`src/rtl/router_pkg.sv`:
```
// Shared router constants, VC index helpers and the output-VC allocation entry.
// Global VC index = port * NUM_VC + vc.
package router_pkg;

    localparam int NUM_PORTS = 5;
    localparam int NUM_VC    = 2;
    localparam int NUM_GVC   = NUM_PORTS * NUM_VC;
    localparam int VC_IDX_W  = (NUM_VC > 1) ? $clog2(NUM_VC) : 1;

    typedef struct packed {
        logic               alloc_vld;
        logic [NUM_GVC-1:0] ovc;
    } alloc_entry_t;

    function automatic int gvc(input int port, input int vc);
        return port * NUM_VC + vc;
    endfunction

    // All global output-VC bits that belong to output port j.
    function automatic logic [NUM_GVC-1:0] port_mask(input int j);
        logic [NUM_GVC-1:0] m;
        m = '0;
        for (int v = 0; v < NUM_VC; v++) begin
            m[j*NUM_VC+v] = 1'b1;
        end
        return m;
    endfunction

endpackage

```
`src/rtl/sa_grant_2_vc_grant_if.sv`:
```
// Switch-allocation bundle between the VC/switch allocators and the
// grant-to-VC resolver: allocation table updates in, VC/crossbar grants out.
interface sa_grant_2_vc_grant_if;
    import router_pkg::*;

    logic [NUM_GVC-1:0]                vc_alloc_valid;
    logic [NUM_GVC-1:0][NUM_GVC-1:0]   vc_alloc_ovc;
    logic [NUM_GVC-1:0]                vc_tail_sent;
    logic [NUM_GVC-1:0]                vc_ready;
    logic [NUM_GVC-1:0]                credit_avail;
    logic [NUM_PORTS-1:0][NUM_PORTS-1:0] port_grant;
    logic [NUM_GVC-1:0]                vc_grant;
    logic [NUM_PORTS-1:0][NUM_PORTS-1:0] xbar_sel;
    logic [NUM_GVC-1:0]                ovc_used;
    logic                              sa_err;

    modport master (
        output vc_alloc_valid, vc_alloc_ovc, vc_tail_sent,
        output vc_ready, credit_avail, port_grant,
        input  vc_grant, xbar_sel, ovc_used, sa_err
    );

    modport slave (
        input  vc_alloc_valid, vc_alloc_ovc, vc_tail_sent,
        input  vc_ready, credit_avail, port_grant,
        output vc_grant, xbar_sel, ovc_used, sa_err
    );

endinterface

```
`src/rtl/sa_grant_2_vc_grant_rr_arbiter.sv`:
```
// Round-robin arbiter: search starts one past the last winner and wraps.
// The pointer moves only when i_upd is high and some request won.
module rr_arbiter #(
    parameter int NUM_REQ = 2,
    parameter int IW      = (NUM_REQ > 1) ? $clog2(NUM_REQ) : 1
) (
    input  logic               clk,
    input  logic               reset,
    input  logic [NUM_REQ-1:0] i_req,
    input  logic               i_upd,
    output logic [NUM_REQ-1:0] o_gnt,
    output logic               o_found
);

    logic [IW-1:0]      r_ptr;
    logic [IW-1:0]      w_idx;
    logic [NUM_REQ-1:0] w_gnt;
    logic               w_found;

    always_comb begin
        w_gnt   = '0;
        w_idx   = r_ptr;
        w_found = 1'b0;
        for (int k = 1; k <= NUM_REQ; k++) begin
            if (!w_found && i_req[(int'(r_ptr) + k) % NUM_REQ]) begin
                w_found = 1'b1;
                w_idx   = IW'((int'(r_ptr) + k) % NUM_REQ);
                w_gnt[(int'(r_ptr) + k) % NUM_REQ] = 1'b1;
            end
        end
    end

    always_ff @(posedge clk) begin
        if (reset) begin
            r_ptr <= IW'(NUM_REQ - 1);
        end else if (i_upd && w_found) begin
            r_ptr <= w_idx;
        end
    end

    assign o_gnt   = w_gnt;
    assign o_found = w_found;

endmodule

```
`src/rtl/sa_grant_2_vc_grant.sv`:
```
// Resolves per-port switch grants back to one input VC per port using the
// output-VC allocation table; emits registered VC grants, xbar selects, credit strobes.
module sa_grant_2_vc_grant
    import router_pkg::*;
(
    input logic                 clk,
    input logic                 reset,
    sa_grant_2_vc_grant_if.slave bus
);

    alloc_entry_t r_tab [NUM_GVC];

    logic [NUM_GVC-1:0]                  r_vc_grant;
    logic [NUM_PORTS-1:0][NUM_PORTS-1:0] r_xbar;
    logic [NUM_GVC-1:0]                  r_used;
    logic                                r_err;

    logic [NUM_PORTS-1:0]                w_row_any;
    logic [NUM_PORTS-1:0][NUM_GVC-1:0]   w_mask;
    logic [NUM_PORTS-1:0][NUM_VC-1:0]    w_req;
    logic [NUM_PORTS-1:0][NUM_VC-1:0]    w_gnt;
    logic [NUM_PORTS-1:0]                w_found;

    logic [NUM_GVC-1:0]                  w_vc_grant;
    logic [NUM_PORTS-1:0][NUM_PORTS-1:0] w_xbar;
    logic [NUM_GVC-1:0]                  w_used;
    logic                                w_err;

    // A same-cycle realloc beats the tail release so the new packet keeps its VC.
    always_ff @(posedge clk) begin
        for (int v = 0; v < NUM_GVC; v++) begin
            if (reset) begin
                r_tab[v] <= '0;
            end else if (bus.vc_alloc_valid[v]) begin
                r_tab[v].alloc_vld <= 1'b1;
                r_tab[v].ovc       <= bus.vc_alloc_ovc[v];
            end else if (bus.vc_tail_sent[v]) begin
                r_tab[v].alloc_vld <= 1'b0;
            end
        end
    end

    always_comb begin
        w_row_any = '0;
        w_mask    = '0;
        w_req     = '0;
        for (int i = 0; i < NUM_PORTS; i++) begin
            w_row_any[i] = |bus.port_grant[i];
            for (int j = 0; j < NUM_PORTS; j++) begin
                if (bus.port_grant[i][j]) begin
                    w_mask[i] = w_mask[i] | port_mask(j);
                end
            end
            for (int v = 0; v < NUM_VC; v++) begin
                w_req[i][v] = w_row_any[i]
                            && r_tab[gvc(i, v)].alloc_vld
                            && bus.vc_ready[gvc(i, v)]
                            && (|(r_tab[gvc(i, v)].ovc & bus.credit_avail & w_mask[i]));
            end
        end
    end

    for (genvar gi = 0; gi < NUM_PORTS; gi++) begin : g_arb
        rr_arbiter #(
            .NUM_REQ (NUM_VC),
            .IW      (VC_IDX_W)
        ) u_arb (
            .clk     (clk),
            .reset   (reset),
            .i_req   (w_req[gi]),
            .i_upd   (w_row_any[gi]),
            .o_gnt   (w_gnt[gi]),
            .o_found (w_found[gi])
        );
    end

    always_comb begin
        w_vc_grant = '0;
        w_xbar     = '0;
        w_used     = '0;
        w_err      = r_err;
        for (int i = 0; i < NUM_PORTS; i++) begin
            if (w_row_any[i]) begin
                if (w_found[i]) begin
                    for (int j = 0; j < NUM_PORTS; j++) begin
                        w_xbar[j][i] = bus.port_grant[i][j];
                    end
                    for (int v = 0; v < NUM_VC; v++) begin
                        if (w_gnt[i][v]) begin
                            w_vc_grant[gvc(i, v)] = 1'b1;
                            w_used = w_used | r_tab[gvc(i, v)].ovc;
                        end
                    end
                end else begin
                    w_err = 1'b1;
                end
            end
        end
    end

    always_ff @(posedge clk) begin
        if (reset) begin
            r_vc_grant <= '0;
            r_xbar     <= '0;
            r_used     <= '0;
            r_err      <= 1'b0;
        end else begin
            r_vc_grant <= w_vc_grant;
            r_xbar     <= w_xbar;
            r_used     <= w_used;
            r_err      <= w_err;
        end
    end

    assign bus.vc_grant = r_vc_grant;
    assign bus.xbar_sel = r_xbar;
    assign bus.ovc_used = r_used;
    assign bus.sa_err   = r_err;

endmodule

```
`src/flat_wrapper.sv`:
```
// flat-port wrapper written by rule: the top's interface ports become plain ports
module sa_grant_2_vc_grant_flat import router_pkg::*;
  (clk, reset, bus_vc_alloc_valid, bus_vc_alloc_ovc, bus_vc_tail_sent, bus_vc_ready, bus_credit_avail, bus_port_grant, bus_vc_grant, bus_xbar_sel, bus_ovc_used, bus_sa_err);
  sa_grant_2_vc_grant_if bus_i ();
  input logic clk;
  input logic reset;
  input wire logic [$bits(bus_i.vc_alloc_valid)-1:0] bus_vc_alloc_valid;
  input wire logic [$bits(bus_i.vc_alloc_ovc)-1:0] bus_vc_alloc_ovc;
  input wire logic [$bits(bus_i.vc_tail_sent)-1:0] bus_vc_tail_sent;
  input wire logic [$bits(bus_i.vc_ready)-1:0] bus_vc_ready;
  input wire logic [$bits(bus_i.credit_avail)-1:0] bus_credit_avail;
  input wire logic [$bits(bus_i.port_grant)-1:0] bus_port_grant;
  output wire logic [$bits(bus_i.vc_grant)-1:0] bus_vc_grant;
  output wire logic [$bits(bus_i.xbar_sel)-1:0] bus_xbar_sel;
  output wire logic [$bits(bus_i.ovc_used)-1:0] bus_ovc_used;
  output wire logic [$bits(bus_i.sa_err)-1:0] bus_sa_err;
  assign bus_i.vc_alloc_valid = bus_vc_alloc_valid;
  assign bus_i.vc_alloc_ovc = bus_vc_alloc_ovc;
  assign bus_i.vc_tail_sent = bus_vc_tail_sent;
  assign bus_i.vc_ready = bus_vc_ready;
  assign bus_i.credit_avail = bus_credit_avail;
  assign bus_i.port_grant = bus_port_grant;
  assign bus_vc_grant = bus_i.vc_grant;
  assign bus_xbar_sel = bus_i.xbar_sel;
  assign bus_ovc_used = bus_i.ovc_used;
  assign bus_sa_err = bus_i.sa_err;
  sa_grant_2_vc_grant u_core (.clk(clk), .reset(reset), .bus(bus_i));
endmodule
```
`config.mk`:
```
export PLATFORM = sky130hd
export DESIGN_NAME = sa_grant_2_vc_grant_flat
export DESIGN_NICKNAME = d
export VERILOG_FILES = /design/src/rtl/router_pkg.sv /design/src/rtl/sa_grant_2_vc_grant_if.sv /design/src/rtl/sa_grant_2_vc_grant_rr_arbiter.sv /design/src/rtl/sa_grant_2_vc_grant.sv /design/src/flat_wrapper.sv
export SDC_FILE = /design/constraint.sdc
export NUM_CORES = 1
export LEC_CHECK = 0
export CAP_MARGIN = 20
export CORE_ASPECT_RATIO = 1.2
export CORE_UTILIZATION = 30
export CTS_CLUSTER_DIAMETER = 60
export DETAILED_ROUTE_END_ITERATION = 10
export PLACE_DENSITY = 0.66
export SYNTH_ARGS = -nofsm -noshare
export SYNTH_HDL_FRONTEND = slang
export SYNTH_HIERARCHICAL = 1
export SYNTH_SLANG_ARGS = --single-unit
```
`constraint.sdc`:
```
create_clock -name clk -period 5.9 [get_ports clk]
set_input_delay 1.18 -clock clk [delete_from_list [all_inputs] [get_ports clk]]
set_output_delay 1.18 -clock clk [all_outputs]
set_load 0.01 [all_outputs]
```
==> results.md, run 1 <==
- Status: complete, no violations
- # rows: 62
- Clock Sinks: 161
- Min-Delay Path Depth: 2
- Crit path time final: 3.73 ns
- Crit-path max FO: 10
- Slowest CP cell: clkdlybuf4s50_1
- Vias in the first global route: 5745
- # port buffers: 212
- FMAX: 0.268 GHz
- Post-Route M1 WL: 9020 um
- #FFs+latches synth: around 160
- Syn avg cell area: around 12 um2
- Clock skew after layout: 0.00879 ns
- Leakage: between 3 and 4 nW
- DRT iter0 DRCs: 611
- Storage element area: 0.00432 mm2
- Initial antenna violation count: 2
- RR Endpoint: u_core/bus.ovc_used[2]
- Post-CTS setup buffer count: 0
- Fillcell total: 2231
- TritonRoute pass-1 iters: 5
- Global route overflow: 0
- Vias: ~6000
- Reg2Reg Depth: 8
- Area contributors post-synth: edfxtp_1 45%, dfxtp_1 14%, and2_1 11%
- Maximum VDD drop: around 0.00020 V
- Hold EP: u_core/g_arb[4].u_arb/r_ptr
- Die Wd: 145 um
- Routed Wire Length: ~23000 um
- Slew Limit Fails: 0
- Gp weighted congestion: 0.880
- Worst skew pair latency: 0.43 ns
- Post-synth top area cell: edfxtp_1
- Worst EP arrival: 4.08 ns
- RSZ-0062 raised after global routing: false
- Reg2Reg Setup Slack: 3.25 ns
- Met2 routed WL: 11700 um
- Die Height: 173 um
- RR Startpoint: u_core/r_tab[8][4]
- Worst slew margin: 0.314
- Max Buffers Root-to-Sink: 2
- Cell family with most CP delay: compound AO/OA/AOI/OAI gates
- CTS buffer count: 17
- Max-cap viol count: 0
- Total die area: 0.0250 mm2
- Final setup vio count: 0
- Min-Delay Path Class: reg2reg
- CP Capture Type: register
- H-tree depth: 4
- Multi-input logic area: between 0.002 and 0.003 mm2
- Initial Utilization: 0.305
- Residual DRC: 0
- Nets: 980
- Clock slew at the register clock pins of the worst setup and hold paths: about 0.060 ns
- Final hold vios: 0
- # IOs: 213
- Ratio of final minimum period to clock period: 0.633
- TritonCTS clock tree: done
- Least-Margin Pin Slew: 1.03 ns
- Pwr Density: roughly 270 mW/mm2
- CP bufs+invs: 2
- DPL Wire Length: about 18000 um
- Ys Warns: 6
- Overall routing resource usage: 0.189
- Largest net degree at the start of global routing: 52
- Met3 WL post-DR: 1990 um
- HP Start: u_core/g_arb[4].u_arb/r_ptr
- Post-Synthesis Cells: 611
- Worst EP required: about 6.2 ns
- Crit-path max cell delay: approximately 0.71 ns
- CP cell instances: clkdlybuf4s50_1 -> a22o_1 -> a222oi_1 -> a21oi_1 -> a21boi_0 -> buf_2 -> a22oi_1 -> o22a_1 -> a31oi_1
- TNS Setup: 0 ns
- DR top layer: met5
- Via/cell ratio: 5.09
- Netlist cell types: 28
- Final ANT Viol Nets: 0
- First-pass GRT wire length: 33700 um
- Power Total: 0.00285 W
- Synth top area share: 0.451
- Layout area overhead: 41.7%
- Cts repair resizes: 0
- Clk root buf: clkbuf_16
- Core Area: roughly 0.024 mm2
- CP Launch Type: input pin
- Layout cells sized above 1: 0.0751
- Hold_buf cts: 0
- Register area share after synthesis: 0.591
- Mapped Nets: 778
- WL per Instance: 20.4 um
- Setup CP Type: in2reg
- Post-Syn Area: 0.00732 mm2
## worst max path at each step
stage	start	end	cells after the start
floorplan	bus_credit_avail[4]	u_core/bus.ovc_used[1]	9
global placement	bus_credit_avail[4]	u_core/bus.ovc_used[9]	8
detailed placement	bus_credit_avail[8]	u_core/bus.ovc_used[2]	8
CTS	bus_credit_avail[8]	u_core/bus.ovc_used[2]	8
global route	bus_credit_avail[4]	u_core/bus.ovc_used[5]	9
finish	bus_credit_avail[8]	u_core/bus.ovc_used[2]	9
## synth_stat cells, drive strengths merged
master / n
and2: 125
edfxtp: 110
a22o: 60
a22oi: 52
dfxtp: 51
clkbuf: 37
o22a: 20
or2: 17
a21oi: 16
and3: 15
nand2: 13
a31oi: 11
a21boi: 10
a222oi: 10
inv: 10
nand3: 10
nor2b: 10
or3: 10
nor2: 8
o21bai: 5
nor3: 3
a21o: 2
buf: 2
o21ai: 2
or4: 2
## tightest hold or removal path: cells and delay by family (launching register included)
family	cells	cell delay, ns
AOI/OAI and AO/OA	2	0.15
DFF	1	0.36
## flip-flops by register name, indices dropped and copies added, names as in the netlist
register / count
u_core/bus.ovc_used: 10
u_core/bus.sa_err: 1
u_core/bus.vc_grant: 10
u_core/bus.xbar_sel: 25
u_core/g_arb.u_arb/r_ptr: 5
u_core/r_tab: 110
## cells by family (layout without fill, tap and decap cells)
logic type,Yosys count,in the layout,share of synthesized area
other,0,1,0
DFF,161,161,0.591
and+or+nand+nor,213,213,0.175
AOI/OAI and AO/OA,188,188,0.209
buffers and inverters,49,264,0.0255
## power by group
group	switching, W	internal (W)	total (W)
Combinational	0.000159	0.000198	0.000356
Sequential	0.0000533	0.00129	0.00134
Clock	0.000445	0.000706	0.00115
Total	0.000657	0.00219	0.00285
## cell usage in the layout, fill, tap and decap left out, types with 15 or more instances in the layout
cell type | Yosys | final
a22oi_1 | 50 | 50
a21oi_1 | 16 | 16
o22a_1 | 20 | 20
clkbuf_16 | 0 | 17
and2_1 | 125 | 125
and3_1 | 15 | 15
edfxtp_1 | 110 | 110
clkdlybuf4s50_1 | 0 | 211
a22o_1 | 60 | 60
dfxtp_1 | 51 | 51
## final cells by class
type | instances | area share
Clock buffer | 18 | 0.0414
Timing Repair Buffer | 222 | 0.210
Sequential cell | 161 | 0.417
Antenna cell | 1 | 0.000241
Tap cell | 320 | 0.0386
Inverter | 10 | 0.00362
Multi-Input combinational cell | 401 | 0.271
Clock inverter | 14 | 0.0181
## per-stage QoR
stage	setup slack (ns)	cells	instance area, um2	util	hold slack [ns]
2_1_floorplan	2.83	611	7320	-	0.495
5_1_grt	1.99	1147	10400	0.433	0.575
6_report	2.17	1147	10400	0.433	0.545
4_1_cts	1.89	1142	10300	0.432	0.546
3_3_place_gp	1.30	1107	9710	0.405	0.494
3_5_place_dp	1.44	1110	9730	0.406	0.531
## layer usage
| metal | up-vias | global-route usage |
|---|---|---|
| li1 | 2727 | - |
| met1 | 2739 | 0.222 |
| met2 | 338 | 0.319 |
| met3 | 37 | 0.0526 |
| met4 | 2 | 0.0798 |
| met5 | - | 0 |
No activity file was read; power rests on OpenSTA's default activity.
==> run 2, diff against run 1 <==
- PLACE_DENSITY: 0.66 -> 0.68
- clock period: 5.9 -> 3.2 ns (I/O delays scaled with it)
==> run 2 against run 1 <==
Net effect: worst setup slack got worse by 1.8 ns; critical path depth up 1; worst hold slack got worse by 0.0088 ns; first-iteration DRC count fell by 15%; via count up 3.0%; largest power group unchanged.
==> results.md, run 2 (same netlist as run 1, synthesis figures left out) <==
- Gp weighted congestion: 0.910
- Top reg by flops: u_core/r_tab
- Layout area overhead: 44.0%
- Leakage: 3.87 nW
- CP Capture Type: register
- Max Buffers Root-to-Sink: 2
- Residual DRC: 0
- Post-CTS setup buffer count: 0
- # IOs: approximately 210
- # rows: 62
- Max reg flops: 110
- Clock slew at the register clock pins of the worst setup and hold paths: 0.06 ns
- Routed Wire Length: ~24000 um
- Commonest cells after routing, fill and taps aside: 212 x clkdlybuf4s50_1, 125 x and2_1, 110 x edfxtp_1
- Maximum VDD drop: 0.000326 V
- Largest net degree at the start of global routing: 52
- TNS Setup: 0 ns
- Status: complete, no violations
- Final setup vio count: 0
- Final hold vios: 0
- Overall routing resource usage: 0.189
- Clk root buf: clkbuf_16
- Initial Utilization: 0.305
- RSZ-0062 raised after global routing: false
- Final ANT Viol Nets: 0
- Worst skew pair latency: 0.43 ns
- DPL Wire Length: between 15000 and 20000 um
- Ratio of final minimum period to clock period: 0.874
- Cell family with most CP delay: compound AO/OA/AOI/OAI gates
- Die Wd: 145 um
- Die Height: ~170 um
- Slowest CP cell: clkdlybuf4s50_1
- FMAX: approximately 0.36 GHz
- Worst EP arrival: 3.11 ns
- CP cell instances: clkdlybuf4s50_1 -> buf_4 -> a22o_1 -> a222oi_1 -> a21oi_1 -> or2_1 -> inv_1 -> a21o_1 -> o22a_1 -> a31oi_1
- Pwr Density: approximately 500 mW/mm2
- H-tree depth: 4
- Hold_buf cts: 0
- Crit-path max cell delay: approximately 0.56 ns
- Clock Sinks: 161
- Fillcell total: 2183
- # port buffers: 212
- Cts repair resizes: 0
- First-pass GRT wire length: 33800 um
- Placed cell area: 0.00991 mm2
- Crit-path max FO: 10
- Crit path time final: 2.80 ns
- Layout cells sized above 1: 0.0914
- Design area: 0.0105 mm2
- CTS buffer count: 17
- DRT iter0 DRCs: 522
- TritonRoute pass-1 iters: 8
- Total die area: 0.0250 mm2
- WL per Instance: ~20 um
- Min-Delay Path Class: reg2reg
- Vias in the first global route: 5900
- Most common cell after layout, fill and taps aside: clkdlybuf4s50_1
- Via/cell ratio: 5.17
- Worst EP required: 3.51 ns
- Vias: 6019
- Core Area: around 0.024 mm2
- Worst slew margin: 0.537
- Global route overflow: 0
- Least-Margin Pin Slew: about 0.7 ns
- Clock skew after layout: 0.00855 ns
- Max-cap viol count: 0
- Slew Limit Fails: 0
- CP Launch Type: input pin
- CP bufs+invs: 3
- Nets: 996
- Setup CP Type: in2reg
- Initial antenna violation count: 3
- TritonCTS clock tree: done
==> run 2: cell types whose count changed in the layout (fill, tap and decap cells not counted), sizes merged <==
cell | previous run | this run
inv | 12 | 11
clkdlybuf4s50 | 211 | 212
buf | 10 | 26
diode | 1 | 2
==> run 2: final timing paths <==
path                            slack [ns]  depth (start not counted)                         from                           to
worst max-delay path                  0.40                         10          bus_credit_avail[8]       u_core/bus.ovc_used[2]
worst min-delay path                  0.54                          2  u_core/g_arb[3].u_arb/r_ptr  u_core/g_arb[3].u_arb/r_ptr
worst max register to register        0.89                          8           u_core/r_tab[1][0]       u_core/bus.ovc_used[3]
worst min register to register        0.54                          2  u_core/g_arb[3].u_arb/r_ptr  u_core/g_arb[3].u_arb/r_ptr
==> run 2: metrics by stage <==
step	std cells	hold slack (ns)	utilization	power [W]	setup slack (ns)
floorplan	611	0.495	-	0.00277	0.667
global placement	1130	0.510	0.414	0.00318	0.128
detailed placement	1130	0.526	0.414	0.00319	0.0118
CTS	1162	0.540	0.439	0.00531	0.468
global route	1163	0.582	0.439	0.00545	0.184
finish	1164	0.536	0.440	0.00528	0.402
==> run 2: power by group <==
part           internal (W)  switching, W  total [W]
Sequential          0.00237     0.0000904    0.00246
Clock               0.00131      0.000818    0.00212
Combinational      0.000385      0.000305   0.000689
==> run 2: worst register-to-register path, stage by stage, from the launching register on <==
cell and delay [ns]:
edfxtp_1 0.42, a22o_1 0.24, a222oi_1 0.34, a21oi_1 0.18, a21boi_0 0.16, buf_4 0.19, a22oi_1 0.37, o22a_1 0.22
a31oi_1 0.07
==> run 2: routing by layer <==
metal / GRT usage / wire length (um) / up-vias
li1: - / - / 2762
met1: 0.210 / 8990 / 2827
met2: 0.305 / 11200 / 353
met3: 0.0695 / 2350 / 77
met4: 0.113 / 1240 / 0
met5: 0 / 0 / -
==> run 2: final cells by class <==
type / instances / area [um2] / share of cell area
Sequential cell: 161 / 4320 / 0.410
Timing Repair Buffer: 238 / 2340 / 0.222
Multi-Input combinational cell: 401 / 2810 / 0.266
Clock buffer: 19 / 433 / 0.0411
Inverter: 10 / 37.5 / 0.00356
Tap cell: 320 / 400 / 0.0380
Antenna cell: 2 / 5.00 / 0.000475
Clock inverter: 13 / 186 / 0.0177
==> run 3, diff against run 2 <==
- SETUP_SLACK_MARGIN: default -> 0.5
==> run 3 against run 2 <==
Net effect: sequential share of layout area shrank 0.40 points; maximum frequency grew 4.2%; clock skew shrank 0.0011 ns; global-route usage is the same; power grew 0.29%; count of clock-buffer cells in the layout is the same; sequential power is essentially flat; first-iteration DRC count grew 2.5%; register-to-register slack gained 0.07 ns; combinational power grew 2%; non-clock buffer count grew 3; critical path type unchanged; clock power is essentially flat.
==> results.md, run 3 (same netlist as run 1, synthesis figures left out) <==
- Vias: 5977
- Nets: 999
- Routed Wire Length: 23800 um
- Worst EP arrival: between 2 and 3 ns
- DPL Wire Length: 18700 um
- # port buffers: 212
- Least-Margin Pin Slew: 0.693 ns
- Global route overflow: 0
- Final setup vio count: 0
- Initial antenna violation count: 3
- Max-cap viol count: 0
- Max Buffers Root-to-Sink: 2
- Min-Delay Path Depth: 2
- Largest net degree at the start of global routing: 52
- Residual DRC: 0
- RR Endpoint: u_core/bus.ovc_used[9]
- Top reg by flops: u_core/r_tab
- # rows: 62
- Status: complete, no violations
- Core Area: 0.0240 mm2
- Pre-CTS WS: 0.0118 ns
- RSZ-0062 raised after global routing: true
- Layout cells sized above 1: 0.116
- WL per Instance: 20.4 um
- CP Capture Type: register
- Overall routing resource usage: 0.189
- Clock Sinks: 161
- Setup CP Type: in2reg
- HP Start: u_core/g_arb[3].u_arb/r_ptr
- Clock slew at the register clock pins of the worst setup and hold paths: 0.06 ns
- Clk root buf: clkbuf_16
- TNS Setup: 0 ns
- Hold EP: u_core/g_arb[3].u_arb/r_ptr
- Commonest cells after routing, fill and taps aside: 209 x clkdlybuf4s50_1, 125 x and2_1, 110 x edfxtp_1
- Crit path top cell by count: buf_4
- Clock skew after layout: approximately 0.0074 ns
- DRT iter0 DRCs: 535
- Final hold vios: 0
- FMAX: 0.372 GHz
- Min-Delay Path Class: reg2reg
- Via/cell ratio: 5.12
- Ratio of final minimum period to clock period: 0.839
- RR Startpoint: u_core/r_tab[0][4]
- Power Total: 0.00529 W
- Pwr Density: 498 mW/mm2
- Slew Limit Fails: 0
- # IOs: ~210
- CP cell instances: clkdlybuf4s50_1 -> buf_4 -> a22o_1 -> a222oi_1 -> a21oi_1 -> a21boi_0 -> buf_4 -> a22oi_1 -> o22a_1 -> a31oi_1
- Die Height: roughly 170 um
- Crit-path max FO: 11
- Hold_buf cts: 0
- TritonCTS clock tree: done
- Initial Utilization: 0.305
- Max reg flops: 110
- CTS buffer count: 17
- Crit path time final: 2.69 ns
- Worst slew margin: 0.537
- Worst EP required: 3.51 ns
- Leakage: 3.91 nW
- H-tree depth: 4
- Die Wd: 145 um
- Most common cell after layout, fill and taps aside: clkdlybuf4s50_1
- First-pass GRT wire length: between 30000 and 40000 um
- Final ANT Viol Nets: 0
- Reg2Reg Setup Slack: 0.96 ns
- Maximum VDD drop: 0.000326 V
- Reg2Reg Depth: 8
- Total die area: between 0.02 and 0.03 mm2
- Vias in the first global route: a little under 6000
- CP Launch Type: input pin
- TritonRoute pass-1 iters: 7
- Crit-path max cell delay: 0.44 ns
- Setup ws final: 0.514 ns
- Gp weighted congestion: 0.910
- Core Util, Final: 0.444
- Slowest CP cell: clkdlybuf4s50_1
- Worst skew pair latency: 0.43 ns
- Layout area overhead: 45.4%
## run 3: cell types whose count changed in the layout (fill, tap and decap cells not counted), moves of 3 or more
cell,delta
a21boi_1,+4
a22oi_1,-13
a21boi_0,-5
clkdlybuf4s50_1,-3
a22oi_2,+13
## run 3: where the power goes
| group | internal, W | total (W) | switching, W |
|---|---|---|---|
| logic | 0.000391 | 0.000702 | 0.000311 |
| clock network | 0.00131 | 0.00212 | 0.000816 |
| registers | 0.00237 | 0.00247 | 0.0000952 |
| total | 0.00407 | 0.00529 | 0.00122 |
## run 3: per-stage QoR
step,cells,instance area (um2),hold WS [ns]
6_report,1167,10600,0.537
5_1_grt,1166,10600,0.582
4_1_cts,1162,10500,0.540
3_5_place_dp,1130,9910,0.526
3_3_place_gp,1130,9910,0.510
2_1_floorplan,611,7320,0.495
## run 3: worst max path at each step
stage,start,to,slack [ns],cells past startpoint
after CTS,bus_credit_avail[4],u_core/bus.ovc_used[5],0.55,10
after global routing,bus_credit_avail[4],u_core/bus.ovc_used[9],0.46,10
after floorplan,bus_credit_avail[4],u_core/bus.ovc_used[1],0.67,9
final,bus_credit_avail[4],u_core/bus.ovc_used[9],0.51,10
after detailed placement,bus_credit_avail[8],u_core/bus.ovc_used[5],0.01,10
after global placement,bus_credit_avail[4],u_core/bus.ovc_used[4],0.13,10
## run 3: critical path, delay by kind of cell
kind	cells	cell delay [ns]
compound gates	7	1.50
buf+inv	3	0.84
## run 3: layer usage
metal	global-route usage	routed length (um)	vias to the layer above
li1	-	-	2766
met1	0.210	8890	2797
met2	0.305	11400	344
met3	0.0695	2360	70
met4	0.113	1160	0
met5	0	0	-
## run 3: layout make-up
type	count	area [um2]
antenna	2	5.00
sequential	161	4320
multi-input combinational	401	2890
clock buffer	19	433
timing repair buffer	241	2370
fill	2174	13300
inverter	10	37.5
tap	320	400
clock inverter	13	186
## run 3: repair_timing
action,4_1_cts,5_1_grt
buffers inserted,0,2
setup endpoints to repair,10,10
cloned,0,1
gates resized for setup,2,25
pin swaps,0,5
